`config.mk`:
```
export PLATFORM = sky130hd
export DESIGN_NAME = wb_stage_buf
export DESIGN_NICKNAME = d
export VERILOG_FILES = /design/src/rtl/wb_stage_buf.sv
export SDC_FILE = /design/constraint.sdc
export NUM_CORES = 1
export LEC_CHECK = 0
export ABC_AREA = 1
export CAP_MARGIN = 5
export CELL_PAD_IN_SITES_DETAIL_PLACEMENT = 0
export CELL_PAD_IN_SITES_GLOBAL_PLACEMENT = 2
export CORE_ASPECT_RATIO = 1.5
export CORE_MARGIN = 8
export CORE_UTILIZATION = 33
export DETAILED_ROUTE_END_ITERATION = 6
export MAX_ROUTING_LAYER = met4
export PLACE_DENSITY = 0.9
export SYNTH_ARGS = -nofsm -noshare
export SYNTH_HDL_FRONTEND = slang
export SYNTH_SLANG_ARGS = --single-unit
```
`constraint.sdc`:
```
create_clock -name clk -period 4.6 [get_ports clk]
set_clock_uncertainty 0.2 [all_clocks]
set_input_delay 1.15 -clock clk [delete_from_list [all_inputs] [get_ports clk]]
set_output_delay 1.15 -clock clk [all_outputs]
set_load 0.01 [all_outputs]
```
`src/rtl/wb_stage_buf.sv`:
```
// wb_stage_buf -- writeback-stage buffer between MEM and the GRF/CP0 write port.
//
// Payload crosses on a valid/ready handshake. DEPTH=1 is a plain register with
// a combinational ready path. DEPTH=2 is a skid buffer with a registered ready
// and FIFO order. Writeback controls are decoded from the head instruction.
// DATA_W must be at least 32, because the decode reads instr[31:0].
//
// Optional feature macro: WB_RETIRE_CNT_EN adds retire_cnt[CNT_W-1:0]. It counts
// consumed entries that do not carry an exception, wraps, and ignores flush.
//
// Ports:
//   clk, reset_n                  clock, asynchronous active-low reset
//   in_valid / in_ready           MEM-side handshake
//   in_pc..in_epc, in_exc         payload fields and the exception flag
//   flush                         drop all held entries and any same-cycle input
//   out_valid / out_ready         GRF/CP0-side handshake
//   out_pc..out_epc               head payload (holds its value while invalid)
//   out_we, out_waddr, out_wd_sel GRF write controls (wd_sel: 0 ao, 1 rd, 2 pc+8, 3 cp0)
//   out_cp0_we, out_cp0_addr      mtc0 write enable and register number
//   out_eret                      head is eret
module wb_stage_buf #(
  parameter int DATA_W = 32,
  parameter int DEPTH  = 2,
  parameter int CNT_W  = 32
) (
  input  logic              clk,
  input  logic              reset_n,
  input  logic              in_valid,
  output logic              in_ready,
  input  logic [DATA_W-1:0] in_pc,
  input  logic [DATA_W-1:0] in_instr,
  input  logic [DATA_W-1:0] in_rd,
  input  logic [DATA_W-1:0] in_ao,
  input  logic [DATA_W-1:0] in_out,
  input  logic [DATA_W-1:0] in_epc,
  input  logic              in_exc,
  input  logic              flush,
  output logic              out_valid,
  input  logic              out_ready,
  output logic [DATA_W-1:0] out_pc,
  output logic [DATA_W-1:0] out_instr,
  output logic [DATA_W-1:0] out_rd,
  output logic [DATA_W-1:0] out_ao,
  output logic [DATA_W-1:0] out_out,
  output logic [DATA_W-1:0] out_epc,
  output logic              out_we,
  output logic [4:0]        out_waddr,
  output logic [2:0]        out_wd_sel,
  output logic              out_cp0_we,
  output logic [4:0]        out_cp0_addr,
  output logic              out_eret
`ifdef WB_RETIRE_CNT_EN
  ,
  output logic [CNT_W-1:0]  retire_cnt
`endif
);

  typedef struct packed {
    logic [DATA_W-1:0] pc;
    logic [DATA_W-1:0] instr;
    logic [DATA_W-1:0] rd;
    logic [DATA_W-1:0] ao;
    logic [DATA_W-1:0] out;
    logic [DATA_W-1:0] epc;
    logic              exc;
  } entry_t;

  entry_t in_ent;
  entry_t head_p0;
  entry_t tail_p1;
  logic   vld_p0, vld_p1;
  logic   vld_p0_nxt, vld_p1_nxt;
  logic   rdy_q, rdy_nxt;
  logic   acc, pop;
  logic   ld_head_in, ld_head_tail, ld_tail_in;

  assign in_ent = '{pc: in_pc, instr: in_instr, rd: in_rd, ao: in_ao,
                    out: in_out, epc: in_epc, exc: in_exc};

  // rdy_q is 0 in reset and during the first edge after release. For DEPTH=2
  // it is the whole ready. For DEPTH=1 it only qualifies the combinational path.
  if (DEPTH == 1) begin : g_depth1
    assign in_ready = rdy_q & (~vld_p0 | out_ready);
  end else begin : g_depth2
    assign in_ready = rdy_q;
  end

  assign out_valid = vld_p0;
  assign acc       = in_valid & in_ready & ~flush;
  assign pop       = vld_p0 & out_ready & ~flush;

  // Occupancy and steering. While full, in_ready is 0, so a pop from a full
  // buffer never coincides with an accept.
  always_comb begin
    vld_p0_nxt   = vld_p0;
    vld_p1_nxt   = vld_p1;
    ld_head_in   = 1'b0;
    ld_head_tail = 1'b0;
    ld_tail_in   = 1'b0;
    if (flush) begin
      vld_p0_nxt = 1'b0;
      vld_p1_nxt = 1'b0;
    end else if (pop && vld_p1) begin
      ld_head_tail = 1'b1;
      vld_p1_nxt   = 1'b0;
    end else if (pop) begin
      if (acc) ld_head_in = 1'b1;
      else     vld_p0_nxt = 1'b0;
    end else if (acc) begin
      if (!vld_p0) begin
        ld_head_in = 1'b1;
        vld_p0_nxt = 1'b1;
      end else if (DEPTH > 1) begin
        ld_tail_in = 1'b1;
        vld_p1_nxt = 1'b1;
      end
    end
    rdy_nxt = (DEPTH == 1) ? 1'b1 : ~(vld_p0_nxt & vld_p1_nxt);
  end

  // ---- stage p0: head entry, control ----
  // Payload is reset as well, so the outputs read zero after reset.
  always_ff @(posedge clk or negedge reset_n) begin
    if (!reset_n) begin
      vld_p0  <= 1'b0;
      vld_p1  <= 1'b0;
      rdy_q   <= 1'b0;
      head_p0 <= '0;
    end else begin
      vld_p0 <= vld_p0_nxt;
      vld_p1 <= vld_p1_nxt;
      rdy_q  <= rdy_nxt;
      if (ld_head_in)        head_p0 <= in_ent;
      else if (ld_head_tail) head_p0 <= tail_p1;
    end
  end

  // ---- stage p1: skid entry ----
  always_ff @(posedge clk or negedge reset_n) begin
    if (!reset_n) begin
      tail_p1 <= '0;
    end else if (ld_tail_in) begin
      tail_p1 <= in_ent;
    end
  end

  assign out_pc    = head_p0.pc;
  assign out_instr = head_p0.instr;
  assign out_rd    = head_p0.rd;
  assign out_ao    = head_p0.ao;
  assign out_out   = head_p0.out;
  assign out_epc   = head_p0.epc;

  logic [5:0] op, funct;
  logic [4:0] rs, rt, rdf;
  logic [4:0] dec_waddr;
  logic [2:0] dec_sel;
  logic       dec_cp0;

  assign op    = head_p0.instr[31:26];
  assign rs    = head_p0.instr[25:21];
  assign rt    = head_p0.instr[20:16];
  assign rdf   = head_p0.instr[15:11];
  assign funct = head_p0.instr[5:0];

  always_comb begin
    dec_waddr = 5'd0;
    dec_sel   = 3'd0;
    dec_cp0   = 1'b0;
    case (op)
      6'h00: begin
        case (funct)
          // jr, mthi, mtlo, mult, multu, div, divu have no GRF destination
          6'h08, 6'h11, 6'h13, 6'h18, 6'h19, 6'h1a, 6'h1b: dec_waddr = 5'd0;
          default:                                         dec_waddr = rdf;
        endcase
        if (funct == 6'h09) dec_sel = 3'd2;
      end
      6'h03: begin
        dec_waddr = 5'd31;
        dec_sel   = 3'd2;
      end
      6'h20, 6'h21, 6'h23, 6'h24, 6'h25: begin
        dec_waddr = rt;
        dec_sel   = 3'd1;
      end
      6'h08, 6'h09, 6'h0a, 6'h0b, 6'h0c, 6'h0d, 6'h0e, 6'h0f: dec_waddr = rt;
      6'h10: begin
        if (rs == 5'd0) begin
          dec_waddr = rt;
          dec_sel   = 3'd3;
        end else if (rs == 5'd4) begin
          dec_cp0 = 1'b1;
        end
      end
      default: ;
    endcase
  end

  assign out_waddr    = dec_waddr;
  assign out_wd_sel   = dec_sel;
  assign out_cp0_addr = rdf;
  assign out_we       = vld_p0 & ~head_p0.exc & (dec_waddr != 5'd0);
  // mtc0 never has a GRF destination, so the zero-destination gate can only
  // apply to the GRF write. Applying it here would block every mtc0.
  assign out_cp0_we   = vld_p0 & ~head_p0.exc & dec_cp0;
  assign out_eret     = vld_p0 & (head_p0.instr[31:0] == 32'h4200_0018);

`ifdef WB_RETIRE_CNT_EN
  always_ff @(posedge clk or negedge reset_n) begin
    if (!reset_n) begin
      retire_cnt <= '0;
    end else if (pop && !head_p0.exc) begin
      retire_cnt <= retire_cnt + CNT_W'(1);
    end
  end
`endif

endmodule

```
Word level (Yosys, flattened, before mapping)
Index checks and enable logic that the tools add are counted.
Word-level totals
  register bits after elaboration: 389
  input bits: 198
  word-level logic and storage cells: 96
Operators by class
  equality and inequality tests: 25
  muxes and demuxes: 34
  bitwise gates (word level): 12
  reductions and logical operators: 8
Operators by type and width (count)
  $mux 193: 2
  $eq 6x4->1 const B: 10
  $eq 6x5->1 const B: 7
  $eq 32x31->1 const B: 1
  $eq 6x6->1 const B: 5
  $mux 1: 26
  $pmux 5 s4: 1
  $reduce_or 13->1: 1
  $mux 5: 2
  $and 1x1->1: 9
  $pmux 2 s4: 1
  $reduce_or 7->1: 1
  $eq 6x2->1 const B: 1
  $logic_not 6->1: 1
  $eq 5x3->1 const B: 1
  $logic_not 5->1: 1
  $reduce_bool 5->1: 1
  $reduce_or 5->1: 1
  $mux 2: 2
  $not 1->1: 3
  $reduce_bool 2->1: 1
  $logic_and 1x1->1: 1

Longest topological paths before layout
  word-level depth: 8
  depth in mapped cells: 11
  gate-level depth less buffers: 11

Worst setup path before layout
Ideal clock, no wire load.
  kind: register to output
  start: register head_p0 (netlist bit out_instr[29])
  end: output out_wd_sel[1]
  data arrival time: 1326 ps
  slack: 1924 ps
  cell stages (with the launch flop): 4
  buffers on the path: 0
  cells stage by stage: dfrtp_1 -> nor2_1 -> nand3_1 -> o311ai_0
Between the ends
  longest elaborated chain between the ends: 3
  elaborated cells between the ends (all ways): 10
  classes of those cells: 7 x eq/ne; 1 x mux; 2 x reduce/logical
Ends and longest elaborated chain
  start: declaration: line 69  | entry_t head_p0;
  start signal: assignment: line 133  | if (ld_head_in) head_p0 <= in_ent;
  start signal: assignment: line 134  | else if (ld_head_tail) head_p0 <= tail_p1;
  $eq 6x6->1: line 170  | case (op)
  $reduce_or 5->1
  $pmux 2 s4 (*): line 170
  end: declaration: line 48  | output logic [2:0] out_wd_sel,
Every way passes the cells marked *; elsewhere a longest branch is shown, timed or not.

Worst setup path in the final report
  start: register head_p0 (netlist bit out_instr[28])
  end: output out_we
Between the ends
  longest elaborated chain between the ends: 5
  elaborated cells between the ends (all ways): 20
  classes of those cells: 15 x eq/ne; 1 x mux; 1 x bitwise; 3 x reduce/logical
Ends and longest elaborated chain
  $eq 6x6->1 / $eq 6x4->1 (equally long branches): line 170
  $reduce_or 13->1 (no source line)
  $pmux 5 s4 (*): line 170
  $reduce_bool 5->1 (*): line 203  | assign out_we = vld_p0 & ~head_p0.exc & (dec_waddr != 5'd0);
  $and 1x1->1 (*): line 203
  end: declaration: line 46  | output logic out_we,
Marked as above.

==> impl_metrics.xml <==
<?xml version="1.0" encoding="UTF-8"?>
<metrics>
  <group name="routing">
    <metric name="met2_length" unit="um">25800</metric>
    <metric name="post_drt_wl_per_cell" unit="um">19.0</metric>
    <metric name="wl_met1" unit="um">21800</metric>
    <metric name="routed_wirelength" unit="um">53900</metric>
    <metric name="detailroute.wirelength.met3" unit="um">3520</metric>
    <metric name="viasPerCell" unit="">4.95</metric>
    <metric name="vias_post_dr" unit="">14100</metric>
    <metric name="drtAntennaViolNets" unit="">0</metric>
    <metric name="violation_count_after_the_first_detailed_routing_iteration" unit="">812</metric>
    <metric name="drt-pass1-iter-count" unit="">6</metric>
    <metric name="top_signal_layer_used" unit="">met4</metric>
    <metric name="drc" unit="">0</metric>
  </group>
  <group name="synthesis">
    <metric name="yosys_warnings" unit="">0</metric>
    <metric name="asyncSetResetFlopFracSynth" unit="%">100</metric>
    <metric name="post_synth_top_flop" unit="">dfrtp_1</metric>
    <metric name="postSynthCellCount" unit="">1972</metric>
    <metric name="synthDominantCellAreaShare" unit="%">54.4</metric>
    <metric name="syn-num-nets" unit="">2170</metric>
    <metric name="yosys_register_bits" unit="">389</metric>
    <metric name="synth_area_leader_cell" unit="">dfrtp_1</metric>
    <metric name="syn-cell-area" unit="um^2">17900</metric>
    <metric name="syn_avg_cell_area" unit="um^2">9.07</metric>
    <metric name="number_of_enable_flip_flop_cells_after_synthesis" unit="">0</metric>
    <metric name="synth.yosys.seq_area_share" unit="%">54.4</metric>
    <metric name="yosysUniqueCellTypes" unit="">20</metric>
    <metric name="synth.area.top_cells" unit="">dfrtp_1, nand3_1, buf_4</metric>
  </group>
  <group name="die">
    <metric name="floorplan.initialDensity" unit="%">33.4</metric>
    <metric name="die_x" unit="um">206</metric>
    <metric name="placement_rows" unit="">104</metric>
    <metric name="die_h" unit="um">301</metric>
    <metric name="area_enclosed_by_the_die_boundary" unit="um^2">62100</metric>
    <metric name="top_level_ports" unit="">408</metric>
    <metric name="core_area" unit="um^2">53600</metric>
  </group>
  <group name="clock_network">
    <metric name="worst_setup_hold_path_clk_slew" unit="ns">0.06</metric>
    <metric name="clkSinkCount" unit="">389</metric>
    <metric name="tritoncts" unit="">done</metric>
    <metric name="postCtsHoldBufs" unit="">0</metric>
    <metric name="cts_buffers" unit="">41</metric>
    <metric name="clk_root_buffer_cell" unit="">clkbuf_16</metric>
    <metric name="htree_num_levels" unit="">2</metric>
    <metric name="postCtsSetupRepairBufs" unit="">0</metric>
    <metric name="post_cts_resized" unit="">0</metric>
    <metric name="worst_skew_pair.late_latency" unit="ns">0.54</metric>
    <metric name="clk_path_buf_depth" unit="">3</metric>
  </group>
  <group name="critical_path">
    <metric name="worst-path-max-fanout" unit="">5</metric>
    <metric name="crit_arrival" unit="ns">2.71</metric>
    <metric name="startpoint_of_the_worst_slack_reg_to_reg_timing_path" unit="">vld_p1</metric>
    <metric name="worst_setup_path_startpoint" unit="">out_instr[28]</metric>
    <metric name="critical_path.endpoint_type" unit="">output port</metric>
    <metric name="reg2reg_depth" unit="">5</metric>
    <metric name="required" unit="ns">3.25</metric>
    <metric name="worst_setup_endpoint" unit="">out_we</metric>
    <metric name="setup.worst_path.start_class" unit="">flop</metric>
    <metric name="critical_path_class" unit="">flop to output port</metric>
    <metric name="reg2reg_setup_slack" unit="ns">1.90</metric>
    <metric name="r2r_end" unit="">out_out[18]</metric>
  </group>
  <group name="sta">
    <metric name="period_share" unit="%">88.2</metric>
    <metric name="hold_slack" unit="ns">0.284</metric>
    <metric name="slew_headroom" unit="%">25.2</metric>
    <metric name="rsz_0062_raised_after_global_routing" unit="">no</metric>
    <metric name="final_total_negative_setup_slack" unit="ns">0</metric>
    <metric name="report.final.hold_viol_count" unit="">0</metric>
    <metric name="finalSetupViolations" unit="">0</metric>
    <metric name="slew_viol_final" unit="">0</metric>
    <metric name="achievable-frequency" unit="MHz">246</metric>
    <metric name="worst_pin_slew" unit="ns">1.12</metric>
    <metric name="layout_min_cycle_time" unit="ns">4.06</metric>
  </group>
  <group name="global_routing">
    <metric name="grt_start_max_net_pins" unit="">165</metric>
    <metric name="grt_antenna_before_repair" unit="">10</metric>
    <metric name="global_route.overflow_total" unit="">0</metric>
    <metric name="groute.usage.overall" unit="%">17.4</metric>
    <metric name="via_count_of_the_first_global_routing_pass" unit="">14600</metric>
    <metric name="first_pass_grt_wire_length" unit="um">83700</metric>
  </group>
  <group name="final_layout">
    <metric name="areaGrowthSynthToFinish" unit="%">26.3</metric>
    <metric name="layout-drive-gt1-share" unit="%">4.53</metric>
    <metric name="n_fill_cell" unit="">5351</metric>
    <metric name="number_of_nets_in_the_final_layout" unit="">2307</metric>
  </group>
  <group name="power">
    <metric name="power.static_leakage" unit="nW">10.2</metric>
    <metric name="design_power_total" unit="mW">10.1</metric>
    <metric name="pwr_density_cell" unit="nW/um^2">445</metric>
    <metric name="max-vdd-ir-drop" unit="mV">0.243</metric>
  </group>
  <group name="min_path">
    <metric name="type_of_the_tightest_min_delay_check" unit="">flop to flop</metric>
    <metric name="min_delay_path_depth" unit="">2</metric>
  </group>
  <group name="placed_design">
    <metric name="replace_congestion" unit="">0.810</metric>
    <metric name="port-buffer-count" unit="">406</metric>
    <metric name="dpl.hpwl" unit="um">35600</metric>
  </group>
  <group name="job">
    <metric name="cap_violations" unit="">0</metric>
  </group>
  <group name="run_status">
    <metric name="outcome" unit="">finished, final reports clean</metric>
  </group>
</metrics>
==> cells in the mapped netlist (all sizes together), types with 6 or more instances <==
cell and number:
dfrtp 389, nand3 306, buf 242, nand2 223, inv 222, o211ai 177
o21ai 123, clkbuf 93, nor2 85, a21oi 79, o221ai 17, nor4 6
==> cells in the final DEF, fill, tap and decap left out, drive strengths merged, types with 7 or more instances in the layout <==
cell,count
o221ai,17
nand2,223
nor2,85
diode,10
o21ai,123
a21oi,79
o211ai,177
buf,24
clkdlybuf4s50,405
dfrtp,389
clkinv,7
nand3,306
clkbuf,61
inv,223
==> registers in the layout, indices dropped and copies added (netlist names) <==
name,flops
vld_p1,1
out_instr,32
head_p0,1
out_valid,1
out_out,32
out_ao,32
out_pc,32
in_ready,1
out_rd,32
out_epc,32
tail_p1,193
==> layer usage <==
metal | vias up | global-route usage (%)
li1 | 6684 | -
met1 | 6790 | 20.4
met2 | 469 | 28.1
met3 | 110 | 3.67
met4 | 0 | 8.40
met5 | - | -
==> critical path, stage by stage, from the launching register on <==
cell and delay (ns):
dfrtp_1 0.44, nor2_1 0.24, nand2_1 0.08, nor2_1 0.12, nand2_1 0.10, nand3_1 0.22, a21oi_1 0.14, nand3_1 0.11
nor2_1 0.04, nor2_1 0.10, clkdlybuf4s50_1 0.56
==> worst min path at each step <==
stage	endpoint	from	slack (ns)
after global routing	tail_p1[80]	tail_p1[80]	0.31
after global placement	tail_p1[71]	tail_p1[71]	0.27
after CTS	tail_p1[76]	tail_p1[76]	0.29
after detailed placement	tail_p1[76]	tail_p1[76]	0.27
final	tail_p1[75]	tail_p1[75]	0.28
after floorplan	tail_p1[0]	tail_p1[0]	0.25
==> area by class of cell <==
class / instances / area [um^2] / share of cell area [%]
clock inverter: 15 / 209 / 0.925
clock buffer: 61 / 1220 / 5.42
timing repair buffer: 429 / 4390 / 19.4
tap: 689 / 862 / 3.82
antenna: 10 / 25.0 / 0.111
multi-input combinational: 1026 / 5310 / 23.5
sequential: 389 / 9740 / 43.1
inverter: 222 / 833 / 3.69
==> metrics by stage <==
stage | instances | util (%) | instance area [um^2] | setup slack, ns
finish | 2841 | 42.1 | 22600 | 0.541
global route | 2841 | 42.1 | 22600 | 0.309
CTS | 2831 | 42.1 | 22600 | 0.490
detailed placement | 2755 | 39.4 | 21100 | 0.829
global placement | 2755 | 39.4 | 21100 | 0.839
floorplan | 1972 | - | 17900 | 1.92
==> cell families after synthesis <==
family / synth area share [%]
simple gates: 15.5
buf+inv: 16.1
compound gates: 14.0
flops: 54.4
other cells: 0.0210
==> report_power, final <==
| part | internal (mW) | switching [mW] |
|---|---|---|
| combinational | 1.03 | 0.995 |
| sequential | 4.12 | 0.394 |
| clock | 2.13 | 1.40 |
No activity file was read; power rests on OpenSTA's default activity.
